<file path="src/rtl/bcd_seq_if.sv">
// Handshake bundle for the sequential binary-to-BCD converter.
// Both sides use valid/ready: a transfer happens on a rising clk edge where
// valid and ready are both high; the source holds its data and valid stable
// until that edge, and ready may be high without valid.
interface bcd_seq_if #(
    parameter int IN_WIDTH = 16,
    parameter int DIGITS   = 5
);
    logic                  in_valid;
    logic                  in_ready;
    logic [IN_WIDTH-1:0]   in;
    logic                  out_valid;
    logic                  out_ready;
    logic [4*DIGITS-1:0]   bcd;
    logic                  overflow;
    logic                  sign;

    // Producer of binary words and consumer of BCD results
    modport master (
        output in_valid, in, out_ready,
        input  in_ready, out_valid, bcd, overflow, sign
    );

    // The converter itself
    modport slave (
        input  in_valid, in, out_ready,
        output in_ready, out_valid, bcd, overflow, sign
    );
endinterface

</file>
<file path="src/rtl/bcd_seq.sv">
// Sequential double-dabble binary-to-BCD converter, one input bit per clock.
// IDLE accepts a word, SHIFT runs IN_WIDTH add-3/shift steps, DONE holds the
// result until the consumer takes it. Digits that do not fit are dropped and
// flagged by overflow; the kept digits are value mod 10^DIGITS.
// Optional macro BCD_SIGNED_EN: treat in as two's complement, convert |in|
// and report the sign; without it sign is tied low.
module bcd_seq #(
    parameter int IN_WIDTH = 16,
    parameter int DIGITS   = 5
) (
    input  logic       clk,
    input  logic       rst_n,
    bcd_seq_if.slave   bus,
    output logic [1:0] dbg_state
);
    localparam int CW = $clog2(IN_WIDTH + 1);

    typedef enum logic [1:0] {
        IDLE  = 2'd0,
        SHIFT = 2'd1,
        DONE  = 2'd2
    } state_t;

    state_t              state;
    logic [IN_WIDTH-1:0] shreg;
    logic [4*DIGITS-1:0] digits;
    logic [4*DIGITS-1:0] adj;
    logic [CW-1:0]       cnt;
    logic                ovf_q;
    logic                out_valid_q;
    logic                in_ready_q;
    logic [IN_WIDTH-1:0] load_val;

    // Add-3 correction for every digit in parallel, from the pre-adjust values
    always_comb begin
        adj = '0;
        for (int d = 0; d < DIGITS; d++) begin
            adj[4*d +: 4] = (digits[4*d +: 4] >= 4'd5) ? digits[4*d +: 4] + 4'd3
                                                       : digits[4*d +: 4];
        end
    end

`ifdef BCD_SIGNED_EN
    logic sign_q;

    // Magnitude of the two's complement word; the most negative value maps
    // to 2^(IN_WIDTH-1), which still fits as an unsigned IN_WIDTH-bit number
    always_comb begin
        load_val = bus.in[IN_WIDTH-1] ? (~bus.in + 1'b1) : bus.in;
    end

    // Sign is captured at acceptance and held with the result
    always_ff @(posedge clk or negedge rst_n) begin
        if (!rst_n) begin
            sign_q <= 1'b0;
        end else if (state == IDLE && bus.in_valid) begin
            sign_q <= bus.in[IN_WIDTH-1];
        end
    end

    assign bus.sign = sign_q;
`else
    // Unsigned input: load the word as-is
    always_comb begin
        load_val = bus.in;
    end

    assign bus.sign = 1'b0;
`endif

    // Control FSM and datapath: accept, shift IN_WIDTH times, hold result
    always_ff @(posedge clk or negedge rst_n) begin
        if (!rst_n) begin
            state       <= IDLE;
            shreg       <= '0;
            digits      <= '0;
            cnt         <= '0;
            ovf_q       <= 1'b0;
            out_valid_q <= 1'b0;
            in_ready_q  <= 1'b1;
        end else begin
            case (state)
                IDLE: begin
                    if (bus.in_valid) begin
                        shreg      <= load_val;
                        digits     <= '0;
                        ovf_q      <= 1'b0;
                        cnt        <= '0;
                        in_ready_q <= 1'b0;
                        state      <= SHIFT;
                    end
                end
                SHIFT: begin
                    digits <= {adj[4*DIGITS-2:0], shreg[IN_WIDTH-1]};
                    shreg  <= {shreg[IN_WIDTH-2:0], 1'b0};
                    if (adj[4*DIGITS-1]) begin
                        ovf_q <= 1'b1;
                    end
                    cnt <= cnt + 1'b1;
                    if (cnt == CW'(IN_WIDTH - 1)) begin
                        out_valid_q <= 1'b1;
                        state       <= DONE;
                    end
                end
                DONE: begin
                    if (bus.out_ready) begin
                        out_valid_q <= 1'b0;
                        in_ready_q  <= 1'b1;
                        state       <= IDLE;
                    end
                end
                default: begin
                    out_valid_q <= 1'b0;
                    in_ready_q  <= 1'b1;
                    state       <= IDLE;
                end
            endcase
        end
    end

    assign bus.bcd       = digits;
    assign bus.overflow  = ovf_q;
    assign bus.out_valid = out_valid_q;
    assign bus.in_ready  = in_ready_q;
    assign dbg_state     = state;
endmodule

</file>
<file path="src/flat_wrapper.sv">
// flat-port wrapper written by rule: the top's interface ports become plain ports
module bcd_seq_flat 
#(
    parameter int IN_WIDTH = 16,
    parameter int DIGITS   = 5
)
  (clk, rst_n, dbg_state, bus_in_valid, bus_in, bus_out_ready, bus_in_ready, bus_out_valid, bus_bcd, bus_overflow, bus_sign);
  bcd_seq_if #(.IN_WIDTH(IN_WIDTH), .DIGITS(DIGITS)) bus_i ();
  input  logic clk;
  input  logic rst_n;
  output logic [1:0] dbg_state;
  input wire logic [$bits(bus_i.in_valid)-1:0] bus_in_valid;
  input wire logic [$bits(bus_i.in)-1:0] bus_in;
  input wire logic [$bits(bus_i.out_ready)-1:0] bus_out_ready;
  output wire logic [$bits(bus_i.in_ready)-1:0] bus_in_ready;
  output wire logic [$bits(bus_i.out_valid)-1:0] bus_out_valid;
  output wire logic [$bits(bus_i.bcd)-1:0] bus_bcd;
  output wire logic [$bits(bus_i.overflow)-1:0] bus_overflow;
  output wire logic [$bits(bus_i.sign)-1:0] bus_sign;
  assign bus_i.in_valid = bus_in_valid;
  assign bus_i.in = bus_in;
  assign bus_i.out_ready = bus_out_ready;
  assign bus_in_ready = bus_i.in_ready;
  assign bus_out_valid = bus_i.out_valid;
  assign bus_bcd = bus_i.bcd;
  assign bus_overflow = bus_i.overflow;
  assign bus_sign = bus_i.sign;
  bcd_seq #(.IN_WIDTH(IN_WIDTH), .DIGITS(DIGITS)) u_core (.clk(clk), .rst_n(rst_n), .bus(bus_i), .dbg_state(dbg_state));
endmodule
</file>
<file path="config.mk">
export PLATFORM = sky130hd
export DESIGN_NAME = bcd_seq_flat
export DESIGN_NICKNAME = d
export VERILOG_FILES = /design/src/rtl/bcd_seq_if.sv /design/src/rtl/bcd_seq.sv /design/src/flat_wrapper.sv
export SDC_FILE = /design/constraint.sdc
export NUM_CORES = 1
export LEC_CHECK = 0
export CAP_MARGIN = 20
export CORE_MARGIN = 5
export CORE_UTILIZATION = 30
export CTS_CLUSTER_DIAMETER = 80
export CTS_CLUSTER_SIZE = 8
export DETAILED_ROUTE_END_ITERATION = 7
export PLACE_DENSITY_LB_ADDON = 0.12
export REMOVE_ABC_BUFFERS = 1
export SETUP_SLACK_MARGIN = 0.05
export SLEW_MARGIN = 20
export SYNTH_ARGS = -nofsm -noshare
export SYNTH_HDL_FRONTEND = slang
export SYNTH_SLANG_ARGS = --single-unit
</file>
<file path="constraint.sdc">
create_clock -name clk -period 2.83 [get_ports clk]
set_input_delay 0.566 -clock clk [delete_from_list [all_inputs] [get_ports clk]]
set_output_delay 0.566 -clock clk [all_outputs]
set_load 0.005 [all_outputs]
</file>
=== Word level (Yosys, flattened, before mapping) ===
Index checks and enable logic that the tools add are counted.

* Add/sub/neg operators: 6
* Multiply operators: 0
* Div/mod/pow operators: 0
* Magnitude comparators: 5
* Equality and inequality tests: 7
* Shifts and indexed selects: 0
* Multiplexer cells: 23
* Bitwise gates (word level): 2
* Reductions and logical operators: 7

{| class="wikitable"
|+ Operators with widths
! kind !! count
|-
| $pmux 20 s2 || 1
|-
| $pmux 16 s2 || 1
|-
| $add 4x2->4 const B || 5
|-
| $ge 4x3->1 const B || 5
|-
| $mux 20 || 1
|-
| $mux 4 || 5
|-
| $mux 16 || 1
|-
| $reduce_and 3->1 || 4
|-
| $pmux 5 s2 || 1
|-
| $mux 2 || 3
|-
| $pmux 1 s3 || 2
|-
| $pmux 2 s3 || 1
|-
| $add 5x1->5 const B || 1
|-
| $eq 5x4->1 const B || 1
|-
| $mux 1 || 5
|-
| $mux 5 || 1
|-
| $ne 2x1->1 const B || 2
|-
| $ne 2x2->1 const B || 2
|-
| $eq 2x1->1 const B || 1
|-
| $eq 2x2->1 const B || 1
|-
| $logic_not 2->1 || 1
|-
| $not 1->1 || 2
|-
| $pmux 1 s2 || 1
|-
| $reduce_and 2->1 || 1
|-
| $reduce_bool 2->1 || 1
|}

* Register bits after elaboration: 46
* Bits in latches: 0
* RAM bits: 0
* ROM bits: 0
* Output and inout port bits: 26
* Memories: 0

=== Logic depth before layout (Yosys ltp) ===
Gate-level depths: netlist (run 1).

* Word-level depth: 4
* Depth in mapped cells: 5

=== Worst setup path before layout (run 1) ===
No wires, ideal clock.

* Path kind: register to register
* From: reg u_core.digits[12], in the netlist u_core.bus.bcd[12]
* To: reg u_core.digits[14], in the netlist u_core.bus.bcd[14]
* Arrival time: 1.245 ns
* Required time: 2.714 ns
* Path slack: 1.469 ns
* Stages on the path, launching flop included: 6
* Buffers on the path: 0
* Cells stage by stage: dfrtp_1 inv_1 ha_1 nor2b_1 o21a_1 o311ai_0

* Word-level cells in the longest chain between the ends: 3

{| class="wikitable"
|+ RTL lines
! item !! line !! text
|-
| start, declared || bcd_seq.sv:26 || <nowiki>logic [4*DIGITS-1:0] digits;</nowiki>
|-
| start signal, assigned || bcd_seq.sv:94 || <nowiki>digits <= {adj[4*DIGITS-2:0], shreg[IN_WIDTH-1]};</nowiki>
|-
| $add 4x2->4 or $ge 4x3->1 (tied branches) || bcd_seq.sv:38 || <nowiki>adj[4*d +: 4] = (digits[4*d +: 4] >= 4'd5) ? digits[4*d +: 4] + 4'd3</nowiki>
|-
| $mux 4 * || bcd_seq.sv:38 ||
|-
| $pmux 20 s2 * || bcd_seq.sv:82 || <nowiki>case (state)</nowiki>
|}

Every way passes the cells marked *; elsewhere a longest branch is shown, timed or not.
A chain may end at the register's enable or synchronous reset.

=== Worst setup path in the final report (run 1) ===
* From: reg u_core.state[0], in the netlist u_core.dbg_state[0]
* To: out dbg_state[0]

{| class="wikitable"
|+ RTL lines
! item !! line !! text
|-
| start, declared || bcd_seq.sv:24 || <nowiki>state_t state;</nowiki>
|-
| start signal, assigned || bcd_seq.sv:74 || <nowiki>state <= IDLE;</nowiki>
|-
| start signal, assigned || bcd_seq.sv:90 || <nowiki>state <= SHIFT;</nowiki>
|-
| start signal, assigned || bcd_seq.sv:102 || <nowiki>state <= DONE;</nowiki>
|-
| end, declared || flat_wrapper.sv:11 || <nowiki>output logic [1:0] dbg_state;</nowiki>
|}

No word-level cell between the ends.

==> results of run 1 <==
## stage by stage
step / TNS (ps) / instance area [µm²]
final: 0 / 3080
after global routing: 0 / 3080
after CTS: 0 / 3080
after detailed placement: 0 / 2990
after global placement: 0 / 2990
after floorplan: -161 / 2370
## sequential cells by signal, summed over array words and instances (netlist names)
register	flops
u_core.bus.bcd	20
u_core.shreg	16
u_core.cnt	5
u_core.dbg_state	2
u_core.bus.in_ready	1
u_core.bus.out_valid	1
u_core.bus.overflow	1
## worst paths after layout
kind                                     start                    to
min reg2reg                    u_core.shreg[5]       u_core.shreg[6]
min in group clk               u_core.shreg[5]       u_core.shreg[6]
max reg2reg                u_core.dbg_state[0]     u_core.bus.bcd[2]
max                        u_core.dbg_state[0]          dbg_state[0]
max in group asynchronous                rst_n    u_core.bus.bcd[11]
min                                      rst_n  u_core.bus.out_valid
## kinds of logic (layout without fill, tap and decap cells)
logic type,count (synthesis),count (layout)
mux,15,15
buf+inv,35,79
compound gates,75,75
fa+ha+maj,12,12
simple gates,51,51
xor+xnor,6,6
other cells,1,1
flops,46,46
## metal layers
metal	wire length [µm]	part of all wire	GRT usage	vias up
met1	2560	0.46	0.149	897
met3	303	0.055	0.0346	4
met2	2610	0.47	0.187	36
met5	0	0	0	-
li1	-	-	-	952
met4	55	0.010	0.0342	0
## power by group through the flow
stage	clock [mW]	sequential, mW	combinational, mW
after floorplan	0	1.14	0.996
after global placement	0	1.18	1.63
after detailed placement	0	1.18	1.64
after CTS	0.436	1.17	1.65
after global routing	0.464	1.22	1.84
final	0.421	1.17	1.61
## cell type report
class	count	area, µm²
clock inverters	1	5.00
flip-flops and latches	46	1150
clock buffers	7	86.3
fillers	815	5050
repair buffers	49	485
well taps	105	131
multi-input cells	160	1140
inverters	22	82.6
## synth_stat cells, drive strengths merged (6+ instances only)
cell type	count
buf	12
dfrtp	45
ha	12
inv	22
mux2i	15
nand2	36
nor2b	6
o2111ai	10
o21ai	27
o31ai	6
==> reports/metrics.yaml, run 1 <==
status: "completed"
max_slew_margin: 0.624
antenna_found_initial: 0
rsz0062_at_grt: "no"
clockRootBuffer: "clkbuf_8"
seq_power_share: 0.364
synth_area_um2: 2470
seq_area_frac_synth: 0.467
diodes: 0
whs_ps: 247
crit_cells: 1
ys_top_cells_by_area: "dfrtp_1, ha_1, mux2i_1"
fin_skew_ps: 8.48
layout.cells.non_filler: 390
dieArea_um2: 10100
path_max_fanout: 12
clockPowerShare: 0.132
switchingPower_mw: 1.27
path_cells: "clkdlybuf4s50_1"
synth_top_area_frac: 0.456
cts_max_path_buffers: 2
start_util: 0.304
layout.nets: 316
first_pass_iters: 4
synth_cell_types: 36
max_stage_delay_ps: 620
tightest_slew_ps: 563
cts_setup_buffers: 0
swShare: 0.396
path_delay_family: "flip-flops"
final_cell_mix: "dfrtp_1, clkdlybuf4s50_1, nand2_1, inv_1, mux2i_1"
path_buf_inv: 1
grt_usage: 0.115
hold_class: "in2async"
combPwrFrac: 0.504
num_vias: 1889
synthAdderAreaFrac: 0.0608
gp_congestion: 0.793
utilization: 0.379
grt_overflow: 0
ios: 46
arrival_ps: 1500
postCtsHoldBufs: 0
rows: 33
finalMaxSlewViolations: 0
cp-end-kind: "output port"
ys_async_sr_fraction: 1.00
muxShareOfSynthArea: 0.0608
syn_avg_cell_area_um2: 10.2
required_ps: 2260
htreeDepth: 2
startpoint_type: "flop"
critPathSlowestCell: "dfrtp_1"
clk_pin_slew_worst_paths_ps: 90
hold_viol: 0
wl_um: 5520
die_w_um: 101
grt_start_max_net_pins: 38
cell_internal_pwr_mw: 1.93
clk_latency_ps: 300
cts_tree: "built"
grt_pass1_wl_um: 9400
reg2regPathDepth: 4
grt_pass1_vias: 1923
yosys.area_share.simple: 0.0983
ys_warn_count: 0
drc_errors: 0
synthFlopType: "dfrtp_1"
dp_cells: 382
fmax_mhz: 483
synth_xor_area_frac: 0.0213
die_h_um: 101
core_um2: 8130
cts_made_buffers: 5
final_common_cell: "dfrtp_1"
fin_crit_sh: 0.731
critPathKind: "reg2out"
ir_drop_mv: 0.304
place_ws_ps: 744
power_density_nw_per_um2: 1040
wl_per_cell_um: 14.2
yosysTopAreaCell: "dfrtp_1"
drt_iter0_markers: 73
synth-seq-cells: 46
synth_top_family_by_area: "compound AO/OA/AOI/OAI gates"
vias_per_cell: 4.84
drive_gt1_frac: 0.0632
syn2layout_area_growth_pct: 24.8
cts.sink_count: 46
rrSetupSlack_ps: 1100
finalPower_mw: 3.20
synth_compound_area_frac: 0.216
ant_nets: 0
cts_resized: 0
leakage_nw: 1.25
maxCapViolations: 0
setup_viol: 0
hpwl_um: 3880
synthCells: 241
fin_crit_ps: 2070
port_buffers: 44
synth_edf_count: 0
setup_slack_ps: 760
Note: power is estimated with default switching activity, not from simulation.
==> inputs of run 2 (changes only) <==
==> constraint.sdc (replaced) <==
create_clock -name clk -period 1.73 [get_ports clk]
set_input_delay 0.346 -clock clk [delete_from_list [all_inputs] [get_ports clk]]
set_output_delay 0.346 -clock clk [all_outputs]
set_load 0.005 [all_outputs]
==> run 2 against run 1 <==
Wire length is 1.1% higher. Largest cell class unchanged. Die area stayed put. Non-clock buffer count is 8 higher. Sequential power is 61% higher. Critical path type unchanged.
==> reports/metrics.yaml, run 2 (synthesized netlist as in run 1, its figures left out) <==
status: "completed"
reg2regPathDepth: 5
setup_slack_ps: 102
clk_latency_ps: 300
startpoint_type: "flop"
critPathSlowestCell: "clkdlybuf4s50_1"
vias_per_cell: 4.88
maxCapViolations: 0
ir_drop_mv: 0.487
multi_input_area_um2: 1140
hold_viol: 0
cts.sink_count: 46
finalMaxSlewViolations: 0
ios: 46
whs_ps: 5.15
required_ps: 1380
port_buffers: 44
core_um2: 8130
drc_errors: 0
hold_class: "in2async"
grt_start_max_net_pins: 54
rsz0062_at_grt: "no"
drive_gt1_frac: 0.113
crit_cells: 2
nFillCells: 808
layout.nets: 324
cts_tree: "built"
arrival_ps: 1280
die_w_um: 101
cts_made_buffers: 5
grt_overflow: 0
path_buf_inv: 2
gp_congestion: 0.771
clockRootBuffer: "clkbuf_8"
max_stage_delay_ps: 500
drt_iter0_markers: 153
setup_viol: 0
final_cell_mix: "clkdlybuf4s50_1, dfrtp_1, nand2_1, inv_1, mux2i_1"
postCtsHoldBufs: 0
num_vias: 1944
rrSetupSlack_ps: 210
diodes: 0
wl_per_cell_um: 14.0
die_h_um: 101
grt_pass1_wl_um: 9830
power_density_nw_per_um2: 1700
clk_pin_slew_worst_paths_ps: 90
grt_usage: 0.120
rows: 33
fin_skew_ps: 3.16
final_common_cell: "clkdlybuf4s50_1"
cp-end-kind: "output port"
path_max_fanout: 4
antenna_found_initial: 0
critPathKind: "reg2out"
htreeDepth: 2
design_area_um2: 3190
hpwl_um: 3710
place_ws_ps: 8.16
dpl_cell_area_um2: 3050
grt_pass1_vias: 2068
regArea_um2: 1160
ant_nets: 0
fin_crit_sh: 0.941
fin_crit_ps: 1630
dieArea_um2: 10100
path_delay_family: "buffers and inverters"
start_util: 0.304
path_cells: "buf_4, clkdlybuf4s50_1"
first_pass_iters: 4
fmax_mhz: 614
cts_max_path_buffers: 2
syn2layout_area_growth_pct: 29.3
wl_um: 5580
leakage_nw: 1.30
largest_reg_flops: 20
-- run 2: per-layer routing --
metal / global-route usage / routed length, µm / part of all wire / vias up
li1: - / - / - / 967
met1: 0.162 / 2730 / 0.49 / 923
met2: 0.186 / 2460 / 0.44 / 46
met3: 0.0346 / 323 / 0.058 / 8
met4: 0.0383 / 70 / 0.013 / 0
met5: 0 / 0 / 0 / -
-- run 2: layout make-up --
cell class,count,share of cell area
Sequential cell,46,0.363
Inverter,22,0.0259
Tap cell,105,0.0411
Clock buffer,8,0.0345
Multi-Input combinational cell,160,0.357
Timing Repair Buffer,57,0.178
-- run 2: what timing repair did --
item / 4_1_cts / 5_1_grt
gates cloned: 0 / 0
endpoints found under the setup margin: 3 / 6
buffers inserted: 2 / 1
resized for setup: 3 / 5
-- run 2: worst paths after layout --
kind,from,to
setup / recovery,u_core.bus.bcd[4],bus_bcd[4]
hold / removal,rst_n,u_core.bus.out_valid
setup reg to reg,u_core.bus.bcd[0],u_core.bus.bcd[2]
hold reg to reg,u_core.shreg[15],u_core.bus.bcd[0]
max in group asynchronous,rst_n,u_core.bus.in_ready
min in group clk,u_core.shreg[15],u_core.bus.bcd[0]
-- run 2: per-stage QoR --
| stage | cells | total power, mW | utilization | setup TNS (ps) |
|---|---|---|---|---|
| final | 398 | 5.44 | 0.393 | 0 |
| after detailed placement | 387 | 4.69 | 0.375 | 0 |
| after floorplan | 228 | 3.50 | - | -32780 |
| after global routing | 398 | 5.97 | 0.393 | 0 |
| after CTS | 397 | 5.52 | 0.391 | 0 |
| after global placement | 387 | 4.68 | 0.375 | 0 |
-- run 2: where the power goes --
group	internal, mW	switching (mW)	total [mW]	leakage, nW
clock network	0.404	0.375	0.779	0.0575
registers	1.52	0.355	1.88	0.585
logic	1.40	1.38	2.78	0.662
